===== src/rtl/regfile_pkg.sv =====
// Shared types and helpers for the multi-port register file.
// The top index of the address space is the PC slot and has no storage behind it.
package regfile_pkg;

  localparam int REGFILE_WIDTH = 32;
  localparam int REGFILE_DEPTH = 16;

  typedef enum logic [1:0] {
    IDLE  = 2'd0,
    CLEAR = 2'd1,
    DONE  = 2'd2
  } clr_state_t;

  function automatic logic is_pc_idx(input logic [31:0] addr, input int unsigned depth);
    return (addr == 32'(depth - 32'd1));
  endfunction

endpackage


===== src/rtl/regfile_mp_if.sv =====
// Bus bundle for regfile_mp: write ports, read ports, PC input, debug peek and clear handshake.
interface regfile_mp_if
  import regfile_pkg::*;
#(
  parameter int WIDTH = REGFILE_WIDTH,
  parameter int DEPTH = REGFILE_DEPTH,
  parameter int NRD   = 2,
  parameter int NWR   = 2,
  localparam int AW   = $clog2(DEPTH)
);

  logic [NWR-1:0]            we;
  logic [NWR-1:0][AW-1:0]    wa;
  logic [NWR-1:0][WIDTH-1:0] wd;
  logic [NRD-1:0][AW-1:0]    ra;
  logic [NRD-1:0][WIDTH-1:0] rd;
  logic [WIDTH-1:0]          pc_in;
  logic [AW-1:0]             peek_addr;
  logic [WIDTH-1:0]          peek_data;
  logic                      clear_req;
  logic                      clear_busy;
  logic                      clear_done;

  modport master (
    output we, wa, wd, ra, pc_in, peek_addr, clear_req,
    input  rd, peek_data, clear_busy, clear_done
  );

  modport slave (
    input  we, wa, wd, ra, pc_in, peek_addr, clear_req,
    output rd, peek_data, clear_busy, clear_done
  );

endinterface


===== src/rtl/regfile_rdport.sv =====
// One combinational read port: PC slot select, priority write bypass, storage read.
// With bypass_en low it is a plain storage/PC read (used for the debug peek path).
module regfile_rdport
  import regfile_pkg::*;
#(
  parameter int WIDTH = REGFILE_WIDTH,
  parameter int DEPTH = REGFILE_DEPTH,
  parameter int NWR   = 2,
  localparam int AW   = $clog2(DEPTH)
) (
  input  logic [AW-1:0]                ra,
  input  logic [WIDTH-1:0]             pc_in,
  input  logic                         bypass_en,
  input  logic [NWR-1:0]               we,
  input  logic [NWR-1:0][AW-1:0]       wa,
  input  logic [NWR-1:0][WIDTH-1:0]    wd,
  input  logic [DEPTH-2:0][WIDTH-1:0]  mem,
  output logic [WIDTH-1:0]             rd
);

  logic             hit_s;
  logic [WIDTH-1:0] byp_data_s;
  logic [WIDTH-1:0] mem_data_s;

  // Bypass search: later ports overwrite earlier matches, so the highest port wins.
  always_comb begin
    hit_s      = 1'b0;
    byp_data_s = '0;
    for (int i = 0; i < NWR; i++) begin
      hit_s      = hit_s | (bypass_en & we[i] & (wa[i] == ra));
      byp_data_s = (bypass_en && we[i] && (wa[i] == ra)) ? wd[i] : byp_data_s;
    end
  end

  // Storage read, guarded so the PC index never addresses the array.
  always_comb begin
    mem_data_s = '0;
    if (32'(ra) < 32'(DEPTH - 1)) begin
      mem_data_s = mem[ra];
    end else begin
      mem_data_s = '0;
    end
  end

  // Output select: PC slot first, then bypass, then storage.
  always_comb begin
    rd = mem_data_s;
    if (is_pc_idx(32'(ra), DEPTH)) begin
      rd = pc_in;
    end else if (hit_s) begin
      rd = byp_data_s;
    end else begin
      rd = mem_data_s;
    end
  end

endmodule


===== src/rtl/regfile_mp.sv =====
// Multi-port register file for the decode stage with PC slot, debug peek
// and a sequential clear engine (IDLE -> CLEAR -> DONE).
module regfile_mp
  import regfile_pkg::*;
#(
  parameter int WIDTH = REGFILE_WIDTH,
  parameter int DEPTH = REGFILE_DEPTH,
  parameter int NRD   = 2,
  parameter int NWR   = 2,
  localparam int AW   = $clog2(DEPTH)
) (
  input  logic         clk,
  input  logic         reset_n,
  regfile_mp_if.slave  bus
);

  logic [DEPTH-2:0][WIDTH-1:0] mem_r;
  clr_state_t                  state_r;
  clr_state_t                  state_s;
  logic [AW-1:0]               cnt_r;
  logic [AW-1:0]               cnt_s;
  logic                        busy_r;
  logic                        busy_s;
  logic                        done_r;
  logic                        done_s;
  logic                        idle_s;
  logic [NRD-1:0][WIDTH-1:0]   rd_s;
  logic [WIDTH-1:0]            peek_s;

  assign idle_s = (state_r == IDLE);

  // Clear FSM state, counter and registered handshake outputs.
  always_ff @(posedge clk or negedge reset_n) begin
    if (!reset_n) begin
      state_r <= IDLE;
      cnt_r   <= '0;
      busy_r  <= 1'b0;
      done_r  <= 1'b0;
    end else begin
      state_r <= state_s;
      cnt_r   <= cnt_s;
      busy_r  <= busy_s;
      done_r  <= done_s;
    end
  end

  // Next-state logic; the counter stops at DEPTH-2 so it never wraps.
  always_comb begin
    state_s = state_r;
    cnt_s   = cnt_r;
    case (state_r)
      IDLE: begin
        if (bus.clear_req) begin
          state_s = CLEAR;
          cnt_s   = '0;
        end else begin
          state_s = IDLE;
        end
      end
      CLEAR: begin
        if (cnt_r == AW'(DEPTH - 2)) begin
          state_s = DONE;
        end else begin
          cnt_s = cnt_r + AW'(1);
        end
      end
      DONE: begin
        state_s = IDLE;
        cnt_s   = '0;
      end
      default: begin
        state_s = IDLE;
        cnt_s   = '0;
      end
    endcase
    busy_s = (state_s != IDLE);
    done_s = (state_s == DONE);
  end

  // Storage: clear engine owns the array while busy, otherwise ascending port order gives top-port priority.
  always_ff @(posedge clk or negedge reset_n) begin
    if (!reset_n) begin
      mem_r <= '0;
    end else if (state_r == CLEAR) begin
      mem_r[cnt_r] <= '0;
    end else if (state_r == IDLE) begin
      for (int i = 0; i < NWR; i++) begin
        if (bus.we[i] && !is_pc_idx(32'(bus.wa[i]), DEPTH)) begin
          mem_r[bus.wa[i]] <= bus.wd[i];
        end
      end
    end
  end

  for (genvar j = 0; j < NRD; j++) begin : g_rd
    regfile_rdport #(
      .WIDTH (WIDTH),
      .DEPTH (DEPTH),
      .NWR   (NWR)
    ) u_rdport (
      .ra        (bus.ra[j]),
      .pc_in     (bus.pc_in),
      .bypass_en (idle_s),
      .we        (bus.we),
      .wa        (bus.wa),
      .wd        (bus.wd),
      .mem       (mem_r),
      .rd        (rd_s[j])
    );
  end

  regfile_rdport #(
    .WIDTH (WIDTH),
    .DEPTH (DEPTH),
    .NWR   (NWR)
  ) u_peek (
    .ra        (bus.peek_addr),
    .pc_in     (bus.pc_in),
    .bypass_en (1'b0),
    .we        (bus.we),
    .wa        (bus.wa),
    .wd        (bus.wd),
    .mem       (mem_r),
    .rd        (peek_s)
  );

  assign bus.rd         = rd_s;
  assign bus.peek_data  = peek_s;
  assign bus.clear_busy = busy_r;
  assign bus.clear_done = done_r;

endmodule


===== src/flat_wrapper.sv =====
// flat-port wrapper written by rule: the top's interface ports become plain ports
module regfile_mp_flat import regfile_pkg::*;
#(
  parameter int WIDTH = REGFILE_WIDTH,
  parameter int DEPTH = REGFILE_DEPTH,
  parameter int NRD   = 2,
  parameter int NWR   = 2,
  localparam int AW   = $clog2(DEPTH)
)
  (clk, reset_n, bus_we, bus_wa, bus_wd, bus_ra, bus_pc_in, bus_peek_addr, bus_clear_req, bus_rd, bus_peek_data, bus_clear_busy, bus_clear_done);
  regfile_mp_if #(.WIDTH(WIDTH), .DEPTH(DEPTH), .NRD(NRD), .NWR(NWR)) bus_i ();
  input  logic clk;
  input  logic reset_n;
  input wire logic [$bits(bus_i.we)-1:0] bus_we;
  input wire logic [$bits(bus_i.wa)-1:0] bus_wa;
  input wire logic [$bits(bus_i.wd)-1:0] bus_wd;
  input wire logic [$bits(bus_i.ra)-1:0] bus_ra;
  input wire logic [$bits(bus_i.pc_in)-1:0] bus_pc_in;
  input wire logic [$bits(bus_i.peek_addr)-1:0] bus_peek_addr;
  input wire logic [$bits(bus_i.clear_req)-1:0] bus_clear_req;
  output wire logic [$bits(bus_i.rd)-1:0] bus_rd;
  output wire logic [$bits(bus_i.peek_data)-1:0] bus_peek_data;
  output wire logic [$bits(bus_i.clear_busy)-1:0] bus_clear_busy;
  output wire logic [$bits(bus_i.clear_done)-1:0] bus_clear_done;
  assign bus_i.we = bus_we;
  assign bus_i.wa = bus_wa;
  assign bus_i.wd = bus_wd;
  assign bus_i.ra = bus_ra;
  assign bus_i.pc_in = bus_pc_in;
  assign bus_i.peek_addr = bus_peek_addr;
  assign bus_i.clear_req = bus_clear_req;
  assign bus_rd = bus_i.rd;
  assign bus_peek_data = bus_i.peek_data;
  assign bus_clear_busy = bus_i.clear_busy;
  assign bus_clear_done = bus_i.clear_done;
  regfile_mp #(.WIDTH(WIDTH), .DEPTH(DEPTH), .NRD(NRD), .NWR(NWR)) u_core (.clk(clk), .reset_n(reset_n), .bus(bus_i));
endmodule

===== config.mk =====
export PLATFORM = sky130hd
export DESIGN_NAME = regfile_mp_flat
export DESIGN_NICKNAME = d
export VERILOG_FILES = /design/src/rtl/regfile_pkg.sv /design/src/rtl/regfile_mp_if.sv /design/src/rtl/regfile_rdport.sv /design/src/rtl/regfile_mp.sv /design/src/flat_wrapper.sv
export SDC_FILE = /design/constraint.sdc
export NUM_CORES = 2
export LEC_CHECK = 0
export BUFFER_PORTS_ARGS = -buffer_cell sky130_fd_sc_hd__buf_4
export CAP_MARGIN = 10
export CELL_PAD_IN_SITES_DETAIL_PLACEMENT = 0
export CELL_PAD_IN_SITES_GLOBAL_PLACEMENT = 1
export CORE_ASPECT_RATIO = 0.6
export CORE_MARGIN = 8
export CORE_UTILIZATION = 51
export CTS_BUF_LIST = sky130_fd_sc_hd__clkbuf_8
export CTS_CLUSTER_DIAMETER = 200
export CTS_CLUSTER_SIZE = 20
export DETAILED_ROUTE_END_ITERATION = 10
export HOLD_SLACK_MARGIN = 0.05
export PLACE_DENSITY = 0.87
export SLEW_MARGIN = 10
export SYNTH_ARGS = -nofsm -noshare
export SYNTH_HDL_FRONTEND = slang
export SYNTH_SLANG_ARGS = --single-unit
export TNS_END_PERCENT = 20

===== constraint.sdc =====
create_clock -name clk -period 5.3 [get_ports clk]
set_input_delay 1.59 -clock clk [delete_from_list [all_inputs] [get_ports clk]]
set_output_delay 1.59 -clock clk [all_outputs]
set_load 0.005 [all_outputs]

After elaboration in Yosys (flattened, before gate mapping)
Cells that the tools add are included.
{"block": "classes", "addsub": 1, "n_lt_le_gt_ge": 12, "eq_ne": 14, "mux": 38, "bitwise_logic": 10, "n_reduce_logical": 17}
{"cell": "two-way mux 480 bit", "count": 6}
{"cell": "bitwise mux 480 bit", "count": 2}
{"cell": "two-way mux 32 bit", "count": 18}
{"cell": "bitwise AND 480 bit", "count": 1}
{"cell": "inverter 480 bit", "count": 1}
{"cell": "binary-select mux 32 bit (select 4 bit)", "count": 3}
{"cell": "demux 32 bit (select 4 bit)", "count": 3}
{"cell": "less-than comparator 4 x 5 -> 1 bit (second input constant)", "count": 6}
{"cell": "equality test 4 bit (second input constant)", "count": 6}
{"cell": "equality test 4 bit", "count": 4}
{"cell": "greater-or-equal comparator 4 x 1 -> 1 bit (second input constant)", "count": 3}
{"cell": "less-than comparator 4 bit (second input constant)", "count": 3}
{"cell": "logical AND 1 bit", "count": 11}
{"cell": "two-way mux 4 bit", "count": 2}
{"cell": "one-hot mux 4 bit (2 select lines)", "count": 1}
{"cell": "bitwise AND 1 bit", "count": 6}
{"cell": "adder 4 x 1 -> 4 bit (second input constant)", "count": 1}
{"cell": "!= test 2 bit (second input constant)", "count": 2}
{"cell": "one-hot mux 2 bit (2 select lines)", "count": 1}
{"cell": "nonzero test 2 bit", "count": 2}
{"cell": "equality test 2 x 1 -> 1 bit (second input constant)", "count": 1}
{"cell": "equality test 2 bit (second input constant)", "count": 1}
{"cell": "logical NOT 1 bit", "count": 2}
{"cell": "logical NOT 2 bit", "count": 1}
{"cell": "4 further kinds", "count": 5}
{"block": "word_totals", "ff_bits": 488, "input_bits": 121, "out_inout_bits": 98, "elab_cells": 111}

Longest topological paths before layout
{"block": "depth", "ltp_word": 12, "mapped_depth": 9, "depth_no_buf": 7}

Modules after synthesis
A second synthesis with hierarchy kept.
{"block": "hier_totals", "cells_unflattened": 4852, "area_unflattened_um2": 40630.2}
{"module": "regfile_mp", "instances": 1, "cells_each": 3130, "area_per_inst_um2": 26193.9, "seq_area_each_um2": 12211.7}
{"module": "regfile_rdport", "instances": 3, "cells_each": 574, "area_per_inst_um2": 4812.1, "seq_area_each_um2": 0.0}

Worst setup path after synthesis
Ideal clock, no wire load.
{"block": "synth_timing", "kind": "in2out", "from": "in bus_peek_addr[0]", "to": "out bus_peek_data[29]", "arrival_time_ps": 3132, "required_ps": 3710, "setup_slack_ps": 578, "path_stages": 7, "n_path_buf": 3, "path_cell_list": "clkbuf_1 > buf_2 > buf_2 > mux4_2 > mux2i_1 > o22ai_1 > a21o_1"}
{"block": "synth_via", "elab_chain_len": 4, "elab_cells_between_ends": 6, "classes_between": "1 x order compare; 1 x eq/ne; 4 x mux"}
{"element": "from (decl)", "line": "flat_wrapper.sv:19", "text": "input wire logic [$bits(bus_i.peek_addr)-1:0] bus_peek_addr;"}
{"element": "binary-select mux 32 bit (select 4 bit)", "line": "regfile_rdport.sv:39", "text": "mem_data_s = mem[ra];"}
{"element": "two-way mux 32 bit (not written as such)", "line": "regfile_rdport.sv:39"}
{"element": "two-way mux 32 bit", "line": "regfile_rdport.sv:38", "text": "if (32'(ra) < 32'(DEPTH - 1)) begin"}
{"element": "two-way mux 32 bit (*)", "line": "regfile_rdport.sv:48", "text": "if (is_pc_idx(32'(ra), DEPTH)) begin"}
{"element": "to (decl)", "line": "flat_wrapper.sv:22", "text": "output wire logic [$bits(bus_i.peek_data)-1:0] bus_peek_data;"}
Every way passes the cells marked *; elsewhere a longest branch is shown, timed or not. The select of a mux whose other input is x is not followed.

Worst setup path in the final report
{"block": "layout_timing", "from": "in bus_ra[0]", "to": "out bus_rd[2]"}
{"block": "layout_via", "elab_chain_len": 6, "elab_cells_between_ends": 16, "classes_between": "1 x order compare; 3 x eq/ne; 7 x mux; 3 x bitwise; 2 x reduce/logical"}
{"element": "from (decl)", "line": "flat_wrapper.sv:17", "text": "input wire logic [$bits(bus_i.ra)-1:0] bus_ra;"}
{"element": "branches (longest 5 deep; another with binary-select mux 32 bit (select 4 bit))"}
{"element": "two-way mux 32 bit (*)", "line": "regfile_rdport.sv:48"}
{"element": "to (decl)", "line": "flat_wrapper.sv:21", "text": "output wire logic [$bits(bus_i.rd)-1:0] bus_rd;"}
Every way passes the cells marked *. The select of a mux whose other input is x is not followed.

==> results_dict.tcl <==
set metrics [dict create \
    yosysUniqueCellTypes 68 \
    drive_above_1_share_pct 19.83 \
    io_buffers 218 \
    post-route-period-util_pct 100.7 \
    initial_utilization_pct 51.28 \
    die_area_um2 91320 \
    hpwlAfterDp_mm 117.8 \
    met2_usage_pct 50.24 \
    die_w_um 384.8 \
    post-route-util_pct 55.73 \
    ant_nets 0 \
    violations "design-rule violations, negative setup slack" \
    fillCellCount 6962 \
    max-slew-margin-rel_pct 20.37 \
    grt_pass1_vias 37342 \
    wl_per_cell_um 35.97 \
    critPathMaxFanout 21 \
    worst-path-buf-inv 3 \
    r2r_cells 5 \
    rsz0062_at_grt "true" \
    grt_overflow_total 0 \
    grt_pass1_wl_mm 269.9 \
    top_level_ports 219 \
    seqCellArea_um2 12210 \
    clk-insertion-delay-late_ns 0.77 \
    synth_area_um2 41620 \
    synthArstFlopShare_pct 100.0 \
    top_usage_layer "met1" \
    routed_wl_mm 188.7 \
    drt_iter0_drc 8195 \
    maxCapViolations 0 \
    antenna_found_initial 9 \
    synth_fp_nets 4404 \
    crit_family "compound AO/OA/AOI/OAI gates" \
    viasPerCell 7.715 \
    setup_ws_ns -0.03669 \
    pre_cts_slack_ns -0.2023 \
    fin_cells 5247 \
    synth_cells 4279 \
    path_cells "clkbuf_8 -> buf_16 -> mux4_2 -> o21ai_0 -> and3_1 -> o41ai_2 -> buf_4" \
    syn_to_final_growth_pct 8.681 \
    outcome "finished, violations left" \
    synth_edf_count 0 \
    slowest_stage "o21ai_0" \
    yosys_warnings 0 \
    endpoint_kind "output port" \
    nets 4286 \
    syn_area_per_cell_um2 9.728 \
    clkTransAtPathRegs_ns 0.14 \
    cp.arrival_ns 3.75 \
    cp-start-kind "input pin" \
    yosys.area.top_type "dfrtp_1" \
    ys.flop_type "dfrtp_1" \
    crit_cells 7 \
    final-hold-violation-count 0 \
    synth_top_area_share_pct 29.34 \
    ys_top_cells_by_area "dfrtp_1 (29%), mux2i_1 (16%), mux4_2 (14%)" \
    tightest_slew_ns 1.194 \
    clockBufferDepth 3 \
    hp-class "flip-flop to flip-flop" \
    worstPathRequired_ns 3.71 \
    grtUsageTotal_pct 39.47 \
    dp_cells 5205 \
    ir_drop_v 0.0007562 \
    slew_violations 0 \
    cts_max_level 1 \
    die_h_um 237.3 \
    first_pass_iters 11 \
    power_mw 19.68 \
    cts_tree "done" \
    setup_viol 1 \
    cellPowerDensity_nw_per_um2 435.0 \
    num_rows 81 \
    ys_seq_area_share_pct 29.34 \
    multiInputGateArea_um2 26960 \
    setup_tns_ns -0.03669 \
    whs_path_depth 1 \
    critPathMaxStageDelay_ns 0.59 \
    timing.fmax_mhz 187.4 \
    drc 1 \
    grt.met3_usage_pct 21.58 \
    vias 40480 \
    core_area_um2 81180 \
    ys_ff_latch 488 \
    cts-root-buf "clkbuf_8" \
    cts.sinks 488 \
    grt_start_max_net_pins 119 \
    fin_crit_ns 5.337 \
    gp_congestion 0.9737 \
    clock_skew_ns 0.03277 \
    cts_made_buffers 28 \
    p_leak_nw 19.57 \
    path_class "input pin to output port" \
    grt_use_met1_pct 54.02 \
]
[repair_timing]
item / CTS / global route
endpoints found under the setup margin: 6 / 17
cloned: 0 / 1
resized for setup: 4 / 19
pin swaps: 1 / 3
hold buffers: 0 / 0
setup buffers: 3 / 2
[area by class of cell]
cell class	count	area share, %
multi-input cells	3144	59.59
flip-flops and latches	488	26.99
repair buffers	435	8.958
well taps	1079	2.984
clock buffers	28	0.8519
inverters	64	0.5310
clock inverters	2	0.05532
diodes	7	0.03872
[synth_stat cells (all sizes together) (13+ instances only)]
| master | n |
|---|---|
| a21o | 35 |
| or2 | 13 |
| dfrtp | 488 |
| o211a | 39 |
| a22oi | 39 |
| and3 | 20 |
| o211ai | 64 |
| o221ai | 63 |
| mux4 | 267 |
| nand3 | 19 |
| nand2 | 266 |
| a221oi | 19 |
| inv | 63 |
| o41ai | 20 |
| o22ai | 69 |
| o2bb2ai | 32 |
| nor2 | 339 |
| o21ai | 253 |
| a21oi | 304 |
| buf | 245 |
| clkbuf | 338 |
| a22o | 482 |
| nor3 | 21 |
| mux2i | 685 |
[report_power, final]
part           switching (mW)  internal, mW  total, mW
Combinational            5.80          4.68       10.5
Sequential               2.20          5.14       7.33
Clock                    1.38         0.487       1.87
[worst paths after layout]
kind,to,from,slack (ns)
max,bus_rd[2],bus_ra[0],-0.04
max reg2reg,u_core.mem_r[138]$_DFFE_PN0N_,u_core.state_r[0]$_DFF_PN0_,2.07
min in group asynchronous,u_core.mem_r[136]$_DFFE_PN0N_,reset_n,0.89
min,u_core.mem_r[470]$_DFFE_PN0N_,u_core.mem_r[470]$_DFFE_PN0N_,0.59
max in group asynchronous,u_core.mem_r[28]$_DFFE_PN0N_,reset_n,3.33
min reg2reg,u_core.mem_r[470]$_DFFE_PN0N_,u_core.mem_r[470]$_DFFE_PN0N_,0.59
[per-stage QoR]
step / instance area (µm²) / hold WS, ns
floorplan: 41620 / 0.5137
global placement: 44590 / 0.5457
detailed placement: 44590 / 0.5521
CTS: 45080 / 0.5839
global route: 45230 / 0.6057
finish: 45240 / 0.5936
[routing by layer]
layer | wire length (µm) | share of wire [%] | vias up
li1 | - | - | 16071
met1 | 70130 | 37 | 19730
met2 | 71660 | 38 | 3948
met3 | 36600 | 19 | 719
met4 | 10260 | 5.4 | 12
met5 | 82 | 0.043 | -
[registers in the layout, indices dropped and copies added, names as in the netlist]
signal	flops
u_core.bus.clear_busy	1
u_core.bus.clear_done	1
u_core.state_r	2
u_core.mem_r	480
u_core.cnt_r	4
[cell families after synthesis]
| family | Yosys count | share of synthesized area [%] |
|---|---|---|
| flip-flops | 488 | 29.34 |
| buffers and inverters | 647 | 6.932 |
| AO/OA/AOI/OAI | 1437 | 24.74 |
| adder cells (fa/ha/maj) | 4 | 0.1202 |
| multiplexers | 955 | 31.00 |
| XOR/XNOR | 16 | 0.3367 |
| AND/OR/NAND/NOR | 732 | 7.539 |
[cells in the final DEF (no fill, tap or decap), types with 5 or more instances in the layout]
master / instances
mux2i_1: 685
dfrtp_1: 488
a22o_1: 482
buf_4: 368
nor2_1: 325
a21oi_1: 304
mux4_2: 267
nand2_1: 259
o21ai_0: 244
o22ai_1: 69
o211ai_1: 64
inv_1: 63
o221ai_1: 63
buf_12: 56
a22oi_1: 38
o211a_1: 38
o2bb2ai_1: 32
a21o_1: 32
clkbuf_8: 31
and3_1: 20
nor3_1: 19
a221oi_1: 19
nand3_1: 16
nor2_4: 13
or2_2: 12
o41ai_2: 11
o21ai_1: 9
xor2_1: 8
diode_2: 7
and4b_1: 6
o41ai_1: 6
xnor2_1: 5
nor2b_1: 5
nand2_4: 5
(Power assumes the default switching activity.)
